==> config.mk <==
export PLATFORM = sky130hd
export DESIGN_NAME = dmem_ctrl
export DESIGN_NICKNAME = d
export VERILOG_FILES = /design/src/rtl/dmem_ctrl.sv
export SDC_FILE = /design/constraint.sdc
export NUM_CORES = 1
export LEC_CHECK = 0
export CORE_MARGIN = 3
export CORE_UTILIZATION = 45
export CTS_BUF_LIST = sky130_fd_sc_hd__clkbuf_16
export CTS_CLUSTER_DIAMETER = 60
export DETAILED_ROUTE_END_ITERATION = 8
export GPL_TIMING_DRIVEN = 0
export PLACE_DENSITY = 0.9
export SYNTH_ARGS = -nofsm -noshare
export SYNTH_HDL_FRONTEND = slang
export SYNTH_SLANG_ARGS = --single-unit
==> constraint.sdc <==
create_clock -name CLK -period 3.1 [get_ports CLK]
set_clock_uncertainty 0.05 [all_clocks]
set_input_delay 0.465 -clock CLK [delete_from_list [all_inputs] [get_ports CLK]]
set_output_delay 0.465 -clock CLK [all_outputs]
set_load 0.02 [all_outputs]
==> src/rtl/dmem_ctrl.sv <==
// Data-memory access controller: turns one MEM-stage load/store into a single bus transaction.
// Optional watchdog compiled in with `define DMEM_TIMEOUT_EN (parameter TIMEOUT_CYCLES).
module dmem_ctrl #(
   parameter int unsigned TIMEOUT_CYCLES = 255
) (
   input  logic        CLK,
   input  logic        RST_N,
   input  logic        REQ_VALID,
   input  logic        REQ_WE,
   input  logic [31:0] REQ_ADDR,
   input  logic [3:0]  REQ_WMASK,
   input  logic [31:0] REQ_WDATA,
   output logic        STALL,
   output logic        RSP_VALID,
   output logic [31:0] RSP_RDATA,
   output logic        TRAP_VALID,
   output logic [30:0] TRAP_MCAUSE,
   output logic        M_VALID,
   input  logic        M_READY,
   output logic        M_WE,
   output logic [31:0] M_ADDR,
   output logic [3:0]  M_WSTRB,
   output logic [31:0] M_WDATA,
   input  logic        M_RVALID,
   input  logic [31:0] M_RDATA,
   input  logic        M_ERR
);

   localparam logic [1:0] S_IDLE = 2'd0;
   localparam logic [1:0] S_REQ  = 2'd1;
   localparam logic [1:0] S_RESP = 2'd2;
   localparam logic [1:0] S_DONE = 2'd3;

   logic [1:0]  state;
   logic        we_q;
   logic [31:0] addr_q;
   logic [3:0]  wstrb_q;
   logic [31:0] wdata_q;
   logic [31:0] rdata_q;
   logic        trap_q;
   logic        tmo_hit;
   logic        drain;
   logic        m_valid_int;
   logic        handshake;

`ifdef DMEM_TIMEOUT_EN
   localparam int CNT_W = (TIMEOUT_CYCLES < 2) ? 1 : $clog2(TIMEOUT_CYCLES + 1);

   logic [CNT_W-1:0] tmo_cnt;
   logic             drain_q;

   // Fires on the cycle whose increment would make the count reach the limit.
   assign tmo_hit = (state == S_REQ || state == S_RESP) &&
                    ((tmo_cnt + CNT_W'(1)) == CNT_W'(TIMEOUT_CYCLES));
   assign drain   = drain_q;

   always_ff @(posedge CLK) begin
      if (!RST_N) begin
         tmo_cnt <= '0;
         drain_q <= 1'b0;
      end else begin
         if (state == S_REQ || state == S_RESP) begin
            tmo_cnt <= tmo_cnt + CNT_W'(1);
         end else begin
            tmo_cnt <= '0;
         end
         // An abandoned bus transaction still owes us one response; swallow it.
         if (drain_q && M_RVALID) begin
            drain_q <= 1'b0;
         end else if (tmo_hit && ((state == S_RESP && !M_RVALID) || handshake)) begin
            drain_q <= 1'b1;
         end
      end
   end
`else
   assign tmo_hit = 1'b0;
   assign drain   = 1'b0;
`endif

   assign m_valid_int = (state == S_REQ) && !drain;
   assign handshake   = m_valid_int && M_READY;

   always_ff @(posedge CLK) begin
      if (!RST_N) begin
         state   <= S_IDLE;
         we_q    <= 1'b0;
         addr_q  <= 32'h0;
         wstrb_q <= 4'h0;
         wdata_q <= 32'h0;
         rdata_q <= 32'h0;
         trap_q  <= 1'b0;
      end else begin
         case (state)
            S_IDLE: begin
               if (REQ_VALID) begin
                  we_q    <= REQ_WE;
                  addr_q  <= REQ_ADDR & 32'hFFFF_FFFC;
                  wstrb_q <= REQ_WE ? REQ_WMASK : 4'h0;
                  wdata_q <= REQ_WDATA;
                  rdata_q <= 32'h0;
                  trap_q  <= 1'b0;
                  // A store with no enabled lanes completes without touching the bus.
                  state   <= (REQ_WE && REQ_WMASK == 4'h0) ? S_DONE : S_REQ;
               end
            end
            S_REQ: begin
               if (tmo_hit) begin
                  trap_q <= 1'b1;
                  state  <= S_DONE;
               end else if (handshake) begin
                  state <= S_RESP;
               end
            end
            S_RESP: begin
               if (M_RVALID) begin
                  rdata_q <= (!we_q && !M_ERR) ? M_RDATA : 32'h0;
                  trap_q  <= M_ERR;
                  state   <= S_DONE;
               end else if (tmo_hit) begin
                  trap_q <= 1'b1;
                  state  <= S_DONE;
               end
            end
            default: begin
               state <= S_IDLE;
            end
         endcase
      end
   end

   // Outputs are forced low while reset is asserted, before the reset edge lands.
   assign STALL       = RST_N && ((state == S_REQ) || (state == S_RESP) ||
                                  ((state == S_IDLE) && REQ_VALID));
   assign RSP_VALID   = RST_N && (state == S_DONE);
   assign RSP_RDATA   = RSP_VALID ? rdata_q : 32'h0;
   assign TRAP_VALID  = RSP_VALID && trap_q;
   assign TRAP_MCAUSE = TRAP_VALID ? (we_q ? 31'd7 : 31'd5) : 31'd0;
   assign M_VALID     = RST_N && m_valid_int;
   assign M_WE        = RST_N && we_q;
   assign M_ADDR      = RST_N ? addr_q  : 32'h0;
   assign M_WSTRB     = RST_N ? wstrb_q : 4'h0;
   assign M_WDATA     = RST_N ? wdata_q : 32'h0;

endmodule

# After elaboration in Yosys (flattened, before gate mapping)
# Cells that the tools add are included.
# totals
regBits	102
input_bits	107
output_inout_bits	136
elab_cells	51
# classes
eq_ne	6
n_mux	19
reduce_logical	19
# op_table
cell	count
$mux W32	6
$pmux W32 S2	1
$mux W2	5
$logic_and A1 B1 Y1	9
$mux W4	2
$pmux W2 S3	1
$reduce_and A3 Y1	2
$eq A2 B2 Y1 const B	2
$logic_not A4 Y1	1
$ne A2 B2 Y1 const B	2
$mux W3	1
$eq A2 B1 Y1 const B	1
$logic_not A1 Y1	2
$logic_not A2 Y1	1
$logic_or A1 B1 Y1	2
$mux W1	2
$ne A2 B1 Y1 const B	1
$pmux W1 S2	1
$reduce_and A2 Y1	1
$reduce_bool A2 Y1	1

# Longest topological paths before layout
# Gate-level depths: netlist of run 1.
# depth
ltp_word	5
ltp_mapped	8
mapped_depth_nobuf	5

# Least setup slack after synthesis of run 1
# Ideal clock, no wire load.
# synth_timing
path_type	reg2out
startpoint	reg state[0]
endpoint	out STALL
t_arrival_ns	1.383
required_ns	2.585
setup_slack_ns	1.202
path_stages_with_launch	8
path_cell_list	dfxtp_1 inv_1 ha_1 and2_1 buf_2 buf_2 nor2_1 nor2_1
# synth_between
elab_chain_len	4
# synth_rtl
item	line_no	rtl
start: declaration	34	logic [1:0] state;
start signal: assignment	103	state <= (REQ_WE && REQ_WMASK == 4'h0) ? S_DONE : S_REQ;
$eq A2 B1 Y1, or another cell as far along	132	assign STALL = RST_N && ((state == S_REQ) || (state == S_RESP) ||
$logic_or A1 B1 Y1 / $logic_and A1 B1 Y1 (equally long branches)	132, 133	
$logic_or A1 B1 Y1 *	132	
$logic_and A1 B1 Y1 *	132	
end: declaration	13	output logic STALL,
# Every way passes the cells marked *; elsewhere a longest branch is shown, timed or not.

# Final worst setup path of run 1
# layout_timing
startpoint	in RST_N
endpoint	out RSP_RDATA[30]
# layout_between
elab_chain_len	2
# layout_rtl
item	line_no	rtl
start: declaration	7	input logic RST_N,
$logic_and A1 B1 Y1	134	assign RSP_VALID = RST_N && (state == S_DONE);
$mux W32	135	assign RSP_RDATA = RSP_VALID ? rdata_q : 32'h0;
end: declaration	15	output logic [31:0] RSP_RDATA,
# Every way passes these cells.

==> impl_metrics.py, run 1 <==
metrics = {
    "floorplan": {
        "ioPinCount": 243,
        "die_y_um": 114.1,
        "core_area_sq_um": 11130,
        "initial_core_util": 0.4728,
        "die_x_um": 114.1,
        "rows": 38,
        "die-area_sq_um": 13020,
    },
    "global_routing": {
        "grt_pass1_wl_mm": 26.23,
        "grt-ovfl-total": 0,
        "grt_antenna_before_repair": 0,
        "grt_pass1_vias": 5211,
        "track_usage": 0.2488,
        "grt_max_degree": 18,
    },
    "placement": {
        "place_area_sq_um": 7646,
        "pre_cts_slack_ps": -196.5,
        "hpwl_mm": 12.60,
        "dp_cells": 1051,
        "gp_congestion": 0.8666,
        "io_buffers": 210,
    },
    "power": {
        "seqPwrFrac": 0.344,
        "powerDensity_nw_per_um2": 568.3,
        "power_leakage_nw": 3.198,
        "swShare": 0.3845,
        "power.switching_mw": 1.734,
        "ir_drop_mv": 0.4349,
        "p_comb_frac": 0.421,
        "power.internal_mw": 2.776,
        "clkPwrFrac": 0.235,
    },
    "synth": {
        "synth.area.mux_share": 0,
        "synth_simple_gate_area_frac": 0.3373,
        "synth_xor_xnor_area_share": 0,
        "synth_edf_count": 0,
        "synth-compound-area-share": 0.1489,
        "synth_seq_cells": 102,
        "seq_area_frac_synth": 0.3882,
        "synthAdderAreaFrac": 0.009515,
        "syn_area_sq_um": 5260,
        "synth_ff_type": "dfxtp_1",
        "synth_top_area_frac": 0.3882,
        "synth_area_leaders": "dfxtp_1 39%, a21oi_1 9.4%, nand2_1 9.3%, and2_1 8.4%, nor4bb_1 6.1%",
        "postSynthAreaPerCell_sq_um": 7.827,
        "yosys.area.top_type": "dfxtp_1",
        "synthArstFlopShare": 0,
        "yosysUniqueCellTypes": 28,
        "synth_top_family_by_area": "simple AND/OR/NAND/NOR gates",
        "yosys_warnings": 0,
        "syn_inst": 672,
    },
    "run_status": {
        "status": "completed",
    },
    "worst_setup_path": {
        "path_buf_inv": 4,
        "crit_arrival_ps": 2470,
        "cpMaxStageDelayCell": "clkdlybuf4s50_1",
        "cp_max_fo": 10,
        "worstPathCellList": "clkdlybuf4s50_1, clkbuf_2, clkbuf_2, and3_1, clkdlybuf4s50_1",
        "cp-start-kind": "primary input",
        "cp_top_family": "buffers and inverters",
        "endpoint_kind": "primary output",
        "crit_type": "primary input to primary output",
        "slowest_delay_ps": 640,
        "worst-endpoint-required_ps": 2580,
    },
    "clock_network": {
        "cts_tree": "yes",
        "numCtsBuffers": 9,
        "h-tree-depth": 3,
        "clk_path_buf_depth": 2,
        "cts_root_buf": "clkbuf_16",
        "clkSinkCount": 102,
        "clk_latency_ps": 330,
        "clkTransAtPathRegs_ps": 70,
        "postCtsSetupBuffers": 0,
        "holdBufCountCts": 0,
    },
    "final_layout": {
        "utilization": 0.7133,
        "drive_gt1_frac": 0.1003,
        "final_cells": 1067,
        "nNetsFinal": 1033,
        "antenna_cells": 0,
        "syn2layout_area_growth_pct": 50.88,
        "final_common_cell": "clkdlybuf4s50_1",
        "mostFrequentLayoutCells": "210 x clkdlybuf4s50_1, 131 x nand2_1, 102 x dfxtp_1",
        "design_area_sq_um": 7936,
    },
    "routing": {
        "firstDrtPassIters": 5,
        "routed_wl_mm": 16.92,
        "num_vias": 5477,
        "drtIter0Drc": 505,
        "vias_per_cell": 5.133,
        "ant_nets": 0,
        "drc_errors": 0,
        "wl_per_cell_um": 15.86,
    },
    "sta": {
        "finalHoldViolations": 0,
        "finalCriticalPeriod_ps": 2980,
        "finalSetupViolations": 0,
        "clock.fmax_mhz": 335.6,
        "tightest_slew_ps": 576.2,
        "rsz0062_at_grt": "no",
        "fin_tns_setup_ps": 0,
        "max_slew_margin": 0.6159,
        "finalMaxSlewViolations": 0,
        "fin_crit_sh": 0.9613,
        "timing.final.ws_setup_ps": 119.9,
    },
    "job": {
        "maxCapViolCount": 0,
    },
    "hold_path": {
        "hold_class": "flip-flop to flip-flop",
    },
}
==> layer usage <==
layer | routed length, um | vias up | GRT usage
li1 | - | 2748 | -
met1 | 6840 | 2464 | 0.3133
met2 | 8218 | 237 | 0.4188
met3 | 1484 | 28 | 0.06078
met4 | 380 | 0 | 0.08076
met5 | 0 | - | 0
==> cell usage after synthesis, types with 5 or more instances <==
cell type	number
buf_4	34
o31ai_1	32
nor4bb_1	32
nand2_1	131
nand3_1	5
and2_1	71
and3_1	34
buf_6	5
clkbuf_1	35
buf_2	26
nand4_1	34
dfxtp_1	102
a21oi_1	99
==> registers in the layout (all words and copies together), names as in the netlist <==
name and flops:
addr_q 30, we_q 1, wstrb_q 4, wdata_q 32
trap_q 1, state 2, rdata_q 32
==> logic make-up after synthesis <==
group | Yosys count
AO/OA/AOI/OAI | 138
flip-flops | 102
adder cells (fa/ha/maj) | 4
AND/OR/NAND/NOR | 319
other | 1
buffers and inverters | 108
==> through the flow <==
stage / hold WS, ps / power (mW)
floorplan: 377.3 / 2.791
global placement: 383.9 / 3.394
detailed placement: 392.1 / 3.438
CTS: 401.3 / 4.498
global route: 419.4 / 4.758
finish: 400.2 / 4.510
==> power groups by stage <==
stage	combinational (mW)	clock [mW]	sequential [mW]
after floorplan	1.23	0	1.56
after global placement	1.82	0	1.57
after detailed placement	1.86	0	1.58
after CTS	1.87	1.08	1.55
after global routing	2.06	1.12	1.57
final	1.90	1.06	1.55
==> cell type report <==
class	count	area [sq um]
buffer	105	606.8
clock buffer	9	225.2
clock inverter	7	51.30
fill	928	3189
inverter	3	11.26
multi-input combinational	491	2723
sequential	102	2042
tap	140	175.2
timing repair buffer	210	2102
==> final timing paths <==
kind / startpoint / to / slack (ps) / cells past startpoint
worst max-delay path: RST_N / RSP_RDATA[30] / 120 / 5
worst min-delay path: addr_q[26]$_SDFFE_PN0P_ / addr_q[26]$_SDFFE_PN0P_ / 400 / 2
worst max register to register: state[0]$_SDFFE_PN0P_ / rdata_q[21]$_SDFFE_PN0P_ / 1190 / 7
worst min register to register: addr_q[26]$_SDFFE_PN0P_ / addr_q[26]$_SDFFE_PN0P_ / 400 / 2
==> worst min-delay path, stage by stage (launching register included) <==
cell and delay, ps:
dfxtp_1 310, nand2_1 50, a21oi_1 50
==> repair_timing <==
| action | in CTS | in global routing |
|---|---|---|
| setup endpoints to repair | 80 | 58 |
| gates resized for setup | 2 | 15 |
| pin swaps | 0 | 0 |
| gates cloned | 0 | 0 |
Power figures use the tool's default switching activity.
==> run 2, diff against run 1 <==
Settings changed: CORE_UTILIZATION 45 to 42, PLACE_DENSITY 0.9 to 0.77, SKIP_LAST_GASP set to 1.
Clock period 3.1 ns to 3.4 ns, I/O delays scaled along.
==> run 2 against run 1 <==
  * Global-route usage fell by 0.65 points
  * Die area rose by 6.8%
  * Largest cell class unchanged
  * Clock-buffer cell count unchanged
  * Combinational power decreased by 11%
  * Sequential cell count unchanged
  * Clock power increased by 10%
  * Highest routed layer unchanged
  * Final area rose by 1.0%
  * Critical endpoint is now M_VALID
  * Non-clock buffer count did not move
  * Worst hold slack is essentially flat
  * Critical path depth stayed put
  * Via count increased by 1.1%
==> impl_metrics.py, run 2 (synthesized netlist as in run 1, its figures left out) <==
metrics = {
    "global_routing": {
        "grt-ovfl-total": 0,
        "grt_pass1_vias": 5523,
        "track_usage": 0.2422,
        "grt_pass1_wl_mm": 27.78,
        "grt_max_degree": 17,
        "grt_antenna_before_repair": 0,
    },
    "hold_path": {
        "hold_start": "addr_q[27]$_SDFFE_PN0P_",
        "min_to": "addr_q[27]$_SDFFE_PN0P_",
        "hold_depth": 2,
        "hold_class": "flip-flop to flip-flop",
    },
    "placement": {
        "hpwl_mm": 13.18,
        "gp_congestion": 0.8485,
        "io_buffers": 210,
    },
    "sta": {
        "rsz0062_at_grt": "no",
        "clock.fmax_mhz": 306.8,
        "tightest_slew_ps": 585.7,
        "fin_tns_setup_ps": 0,
        "finalSetupViolations": 0,
        "fin_crit_sh": 0.9585,
        "finalCriticalPeriod_ps": 3259,
        "max_slew_margin": 0.6095,
        "finalHoldViolations": 0,
        "finalMaxSlewViolations": 0,
    },
    "routing": {
        "routed_wl_mm": 17.39,
        "ant_nets": 0,
        "vias_per_cell": 5.061,
        "drc_errors": 0,
        "drtIter0Drc": 357,
        "firstDrtPassIters": 5,
        "num_vias": 5537,
        "wl_per_cell_um": 15.90,
    },
    "power": {
        "power.internal_mw": 2.743,
        "swShare": 0.3603,
        "power.switching_mw": 1.545,
        "finalPower_mw": 4.288,
        "clkPwrFrac": 0.274,
        "powerDensity_nw_per_um2": 534.9,
        "ir_drop_mv": 0.3134,
        "p_comb_frac": 0.394,
        "power_leakage_nw": 3.209,
        "seqPwrFrac": 0.332,
    },
    "run_status": {
        "status": "completed",
    },
    "floorplan": {
        "die-area_sq_um": 13900,
        "core_area_sq_um": 12110,
        "die_y_um": 117.9,
        "die_x_um": 117.9,
        "initial_core_util": 0.4343,
        "ioPinCount": 243,
        "rows": 40,
    },
    "final_layout": {
        "syn2layout_area_growth_pct": 52.40,
        "antenna_cells": 0,
        "final_common_cell": "clkdlybuf4s50_1",
        "fillers": 1079,
        "top_regs": "rdata_q (32), wdata_q (32), addr_q (30)",
        "nNetsFinal": 1033,
        "mostFrequentLayoutCells": "210 x clkdlybuf4s50_1, 131 x nand2_1, 102 x dfxtp_1",
        "drive_gt1_frac": 0.09179,
    },
    "clock_network": {
        "numCtsBuffers": 9,
        "clkTransAtPathRegs_ps": 70,
        "clkSinkCount": 102,
        "cts_tree": "yes",
        "h-tree-depth": 3,
        "clk_latency_ps": 350,
        "clk_path_buf_depth": 2,
        "cts_root_buf": "clkbuf_16",
    },
    "worst_setup_path": {
        "reg2reg_to": "rdata_q[25]$_SDFFE_PN0P_",
        "reg2reg_slack_ps": 1490,
        "worst-endpoint-required_ps": 2840,
        "r2r-start": "state[0]$_SDFFE_PN0P_",
        "crit_arrival_ps": 2700,
        "cp-start-kind": "primary input",
        "reg2reg_depth": 7,
        "endpoint_kind": "primary output",
        "cp_max_fo": 10,
        "crit_type": "primary input to primary output",
    },
    "job": {
        "maxCapViolCount": 0,
    },
}
## run 2: changes by cell type in the layout (fill, tap and decap cells not counted), moves of 2 or more
cell / before / now
bufinv_16: 0 / 3
clkbuf_1: 26 / 34
clkbuf_2: 12 / 4
clkinv_2: 0 / 2
clkinv_4: 2 / 0
clkinvlp_4: 2 / 0
## run 2: metrics by stage
stage                       util  instance area (sq um)  instances  setup WS, ps  hold WS [ps]
after global placement    0.6342                   7681       1079        -45.38         387.1
after CTS                 0.6619                   8016       1094         141.3         401.9
final                     0.6619                   8016       1094         141.0         400.3
after floorplan                -                   5369        701          1457         377.3
after global routing      0.6619                   8016       1094         11.88         421.1
after detailed placement  0.6342                   7681       1079        -43.01         392.5
## run 2: what timing repair did
item | CTS | global route
hold buffers | 0 | 0
setup buffers | 0 | 0
setup endpoints to repair | 11 | 0
gates resized for setup | 1 | 0
## run 2: how the worst max path moves through the flow
| stage | startpoint | endpoint | slack (ps) | cells after the start |
|---|---|---|---|---|
| 2_1_floorplan | state[0]$_SDFFE_PN0P_ | STALL | 1460 | 7 |
| 3_3_place_gp | RST_N | M_ADDR[31] | -50 | 5 |
| 3_5_place_dp | RST_N | M_VALID | -40 | 5 |
| 4_1_cts | RST_N | M_ADDR[31] | 140 | 5 |
| 5_1_grt | RST_N | M_ADDR[31] | 10 | 5 |
| 6_report | RST_N | M_VALID | 140 | 5 |
## run 2: final cells by class
class                      instances  area [sq um]  share of cell area
buffer                           105         596.8             0.07445
clock buffer                       9         225.2             0.02809
clock inverter                     6         108.9             0.01358
inverter                           3         11.26            0.001405
multi-input combinational        491          2720              0.3393
sequential                       102          2042              0.2547
tap                              168         210.2             0.02622
timing repair buffer             210          2102              0.2622
## run 2: worst max-delay path: stages
cell,delay (ps)
clkdlybuf4s50_1,600
clkbuf_2,310
clkbuf_1,440
and2_1,220
clkdlybuf4s50_1,610
## run 2: layer usage
metal,part of all wire,global-route usage,vias to the layer above
li1,-,-,2754
met1,0.40,0.2881,2532
met2,0.48,0.4139,226
met3,0.091,0.07016,25
met4,0.020,0.09011,0
met5,0,0,-
## run 2: power groups by stage
stage / Sequential, mW / Clock, mW / Combinational (mW)
floorplan: 1.42 / 0 / 1.12
global placement: 1.44 / 0 / 1.64
detailed placement: 1.45 / 0 / 1.68
CTS: 1.42 / 1.19 / 1.68
global route: 1.44 / 1.23 / 1.86
finish: 1.42 / 1.17 / 1.69
==> run 3, diff against run 2 <==
Settings changed: CORE_MARGIN 3 to 2, CORE_UTILIZATION 42 to 40, PLACE_DENSITY 0.77 to 0.74.
Clock period 3.4 ns to 3.9 ns, I/O delays scaled along.
==> run 3 against run 2 <==
  * Critical path depth unchanged
  * Setup slack improved by 130 ps
  * Final area down 0.94%
  * Global-route usage decreased by 2.0 points
==> impl_metrics.py, run 3 (synthesized netlist as in run 1, its figures left out) <==
metrics = {
    "run_status": {
        "status": "completed",
    },
    "floorplan": {
        "ioPinCount": 243,
        "initial_core_util": 0.4135,
        "core_area_sq_um": 12720,
        "die-area_sq_um": 14080,
        "rows": 41,
        "die_y_um": 118.7,
        "die_x_um": 118.7,
    },
    "final_layout": {
        "mostFrequentLayoutCells": "210 x clkdlybuf4s50_1, 131 x nand2_1, 102 x dfxtp_1",
        "fillers": 1272,
        "utilization": 0.6242,
        "top_regs": "rdata_q (32), wdata_q (32), addr_q (30)",
        "design_area_sq_um": 7941,
        "final_cells": 1098,
        "syn2layout_area_growth_pct": 50.98,
        "final_common_cell": "clkdlybuf4s50_1",
        "antenna_cells": 0,
        "drive_gt1_frac": 0.08747,
        "multi_input_area_sq_um": 2720,
        "seq_area_sq_um": 2042,
        "nNetsFinal": 1033,
    },
    "job": {
        "maxCapViolCount": 0,
    },
    "placement": {
        "place_area_sq_um": 7686,
        "hpwl_mm": 12.07,
        "io_buffers": 210,
        "dp_cells": 1083,
        "gp_congestion": 0.8299,
    },
    "hold_path": {
        "hold_class": "flip-flop to flip-flop",
        "hold_depth": 2,
        "min_to": "addr_q[29]$_SDFFE_PN0P_",
        "hold_start": "addr_q[29]$_SDFFE_PN0P_",
    },
    "routing": {
        "wl_per_cell_um": 14.96,
        "drtIter0Drc": 499,
        "drc_errors": 0,
        "routed_wl_mm": 16.42,
        "vias_per_cell": 4.958,
        "ant_nets": 0,
        "num_vias": 5444,
        "firstDrtPassIters": 5,
    },
    "sta": {
        "tightest_slew_ps": 582.3,
        "fin_tns_setup_ps": 0,
        "finalCriticalPeriod_ps": 3624,
        "max_slew_margin": 0.6118,
        "finalSetupViolations": 0,
        "clock.fmax_mhz": 275.9,
        "fin_crit_sh": 0.9293,
        "finalMaxSlewViolations": 0,
        "finalHoldViolations": 0,
        "rsz0062_at_grt": "no",
    },
    "worst_setup_path": {
        "reg2reg_depth": 7,
        "crit_arrival_ps": 2990,
        "cp-start-kind": "primary input",
        "endpoint_kind": "primary output",
        "r2r-start": "state[0]$_SDFFE_PN0P_",
        "worst-endpoint-required_ps": 3260,
        "reg2reg_slack_ps": 2030,
        "crit_type": "primary input to primary output",
        "cp_max_fo": 10,
        "reg2reg_to": "rdata_q[24]$_SDFFE_PN0P_",
    },
    "clock_network": {
        "clk_latency_ps": 330,
        "postCtsSetupBuffers": 0,
        "cts_tree": "yes",
        "numCtsBuffers": 9,
        "cts_resized": 0,
        "h-tree-depth": 3,
        "clk_path_buf_depth": 2,
        "holdBufCountCts": 0,
        "cts_root_buf": "clkbuf_16",
        "clkTransAtPathRegs_ps": 60,
        "clkSinkCount": 102,
    },
    "power": {
        "power_leakage_nw": 3.172,
        "powerDensity_nw_per_um2": 443.9,
        "ir_drop_mv": 0.2264,
    },
    "global_routing": {
        "grt_max_degree": 16,
        "grt_antenna_before_repair": 0,
        "track_usage": 0.2220,
        "grt-ovfl-total": 0,
        "grt_pass1_wl_mm": 25.46,
        "grt_pass1_vias": 4940,
    },
}
run 3: cell count changes in the layout (fill, tap and decap cells not counted):
cell	change
clkbuf_1	+1
bufinv_16	-3
clkinv_1	+2
inv_1	+1
clkbuf_2	-1
run 3: worst max-delay path by stage:
stage,startpoint,end,slack (ps),cells after the start
after global routing,RST_N,M_ADDR[3],130,5
after detailed placement,RST_N,RSP_RDATA[30],260,5
after global placement,RST_N,M_ADDR[3],200,5
after CTS,RST_N,M_ADDR[3],240,5
after floorplan,state[0]$_SDFFE_PN0P_,STALL,1880,7
final,RST_N,M_ADDR[3],280,5
run 3: worst max-delay path, cell delays in order:
cell and delay [ps]:
clkdlybuf4s50_1 630, clkbuf_1 480, clkbuf_1 440, and2_1 220
clkdlybuf4s50_1 620
run 3: report_power, final:
group / internal (mW) / switching (mW) / total [mW]
sequential: 1.17 / 0.0599 / 1.23
combinational: 0.595 / 0.887 / 1.48
clock: 0.423 / 0.388 / 0.812
total: 2.19 / 1.34 / 3.53
run 3: area by class of cell:
| type | count | share of cell area |
|---|---|---|
| Buffer | 105 | 0.07500 |
| Clock buffer | 9 | 0.02836 |
| Clock inverter | 6 | 0.003781 |
| Inverter | 3 | 0.001418 |
| Multi-Input combinational cell | 491 | 0.3425 |
| Sequential cell | 102 | 0.2571 |
| Tap cell | 172 | 0.02710 |
| Timing Repair Buffer | 210 | 0.2647 |
run 3: per-layer routing:
layer	track usage	wire length, um	part of all wire	vias up
met4	0.06473	247	0.015	0
met3	0.06129	1282	0.078	20
met1	0.2841	7116	0.43	2481
met5	0	0	0	-
met2	0.3642	7778	0.47	195
li1	-	-	-	2748
run 3: metrics by stage:
step	setup WS (ps)	hold WS [ps]	power [mW]
2_1_floorplan	1882	377.3	2.218
3_3_place_gp	204.8	387.1	2.726
3_5_place_dp	261.0	391.8	2.730
4_1_cts	244.9	401.3	3.542
5_1_grt	130.4	414.6	3.733
6_report	275.8	399.1	3.525
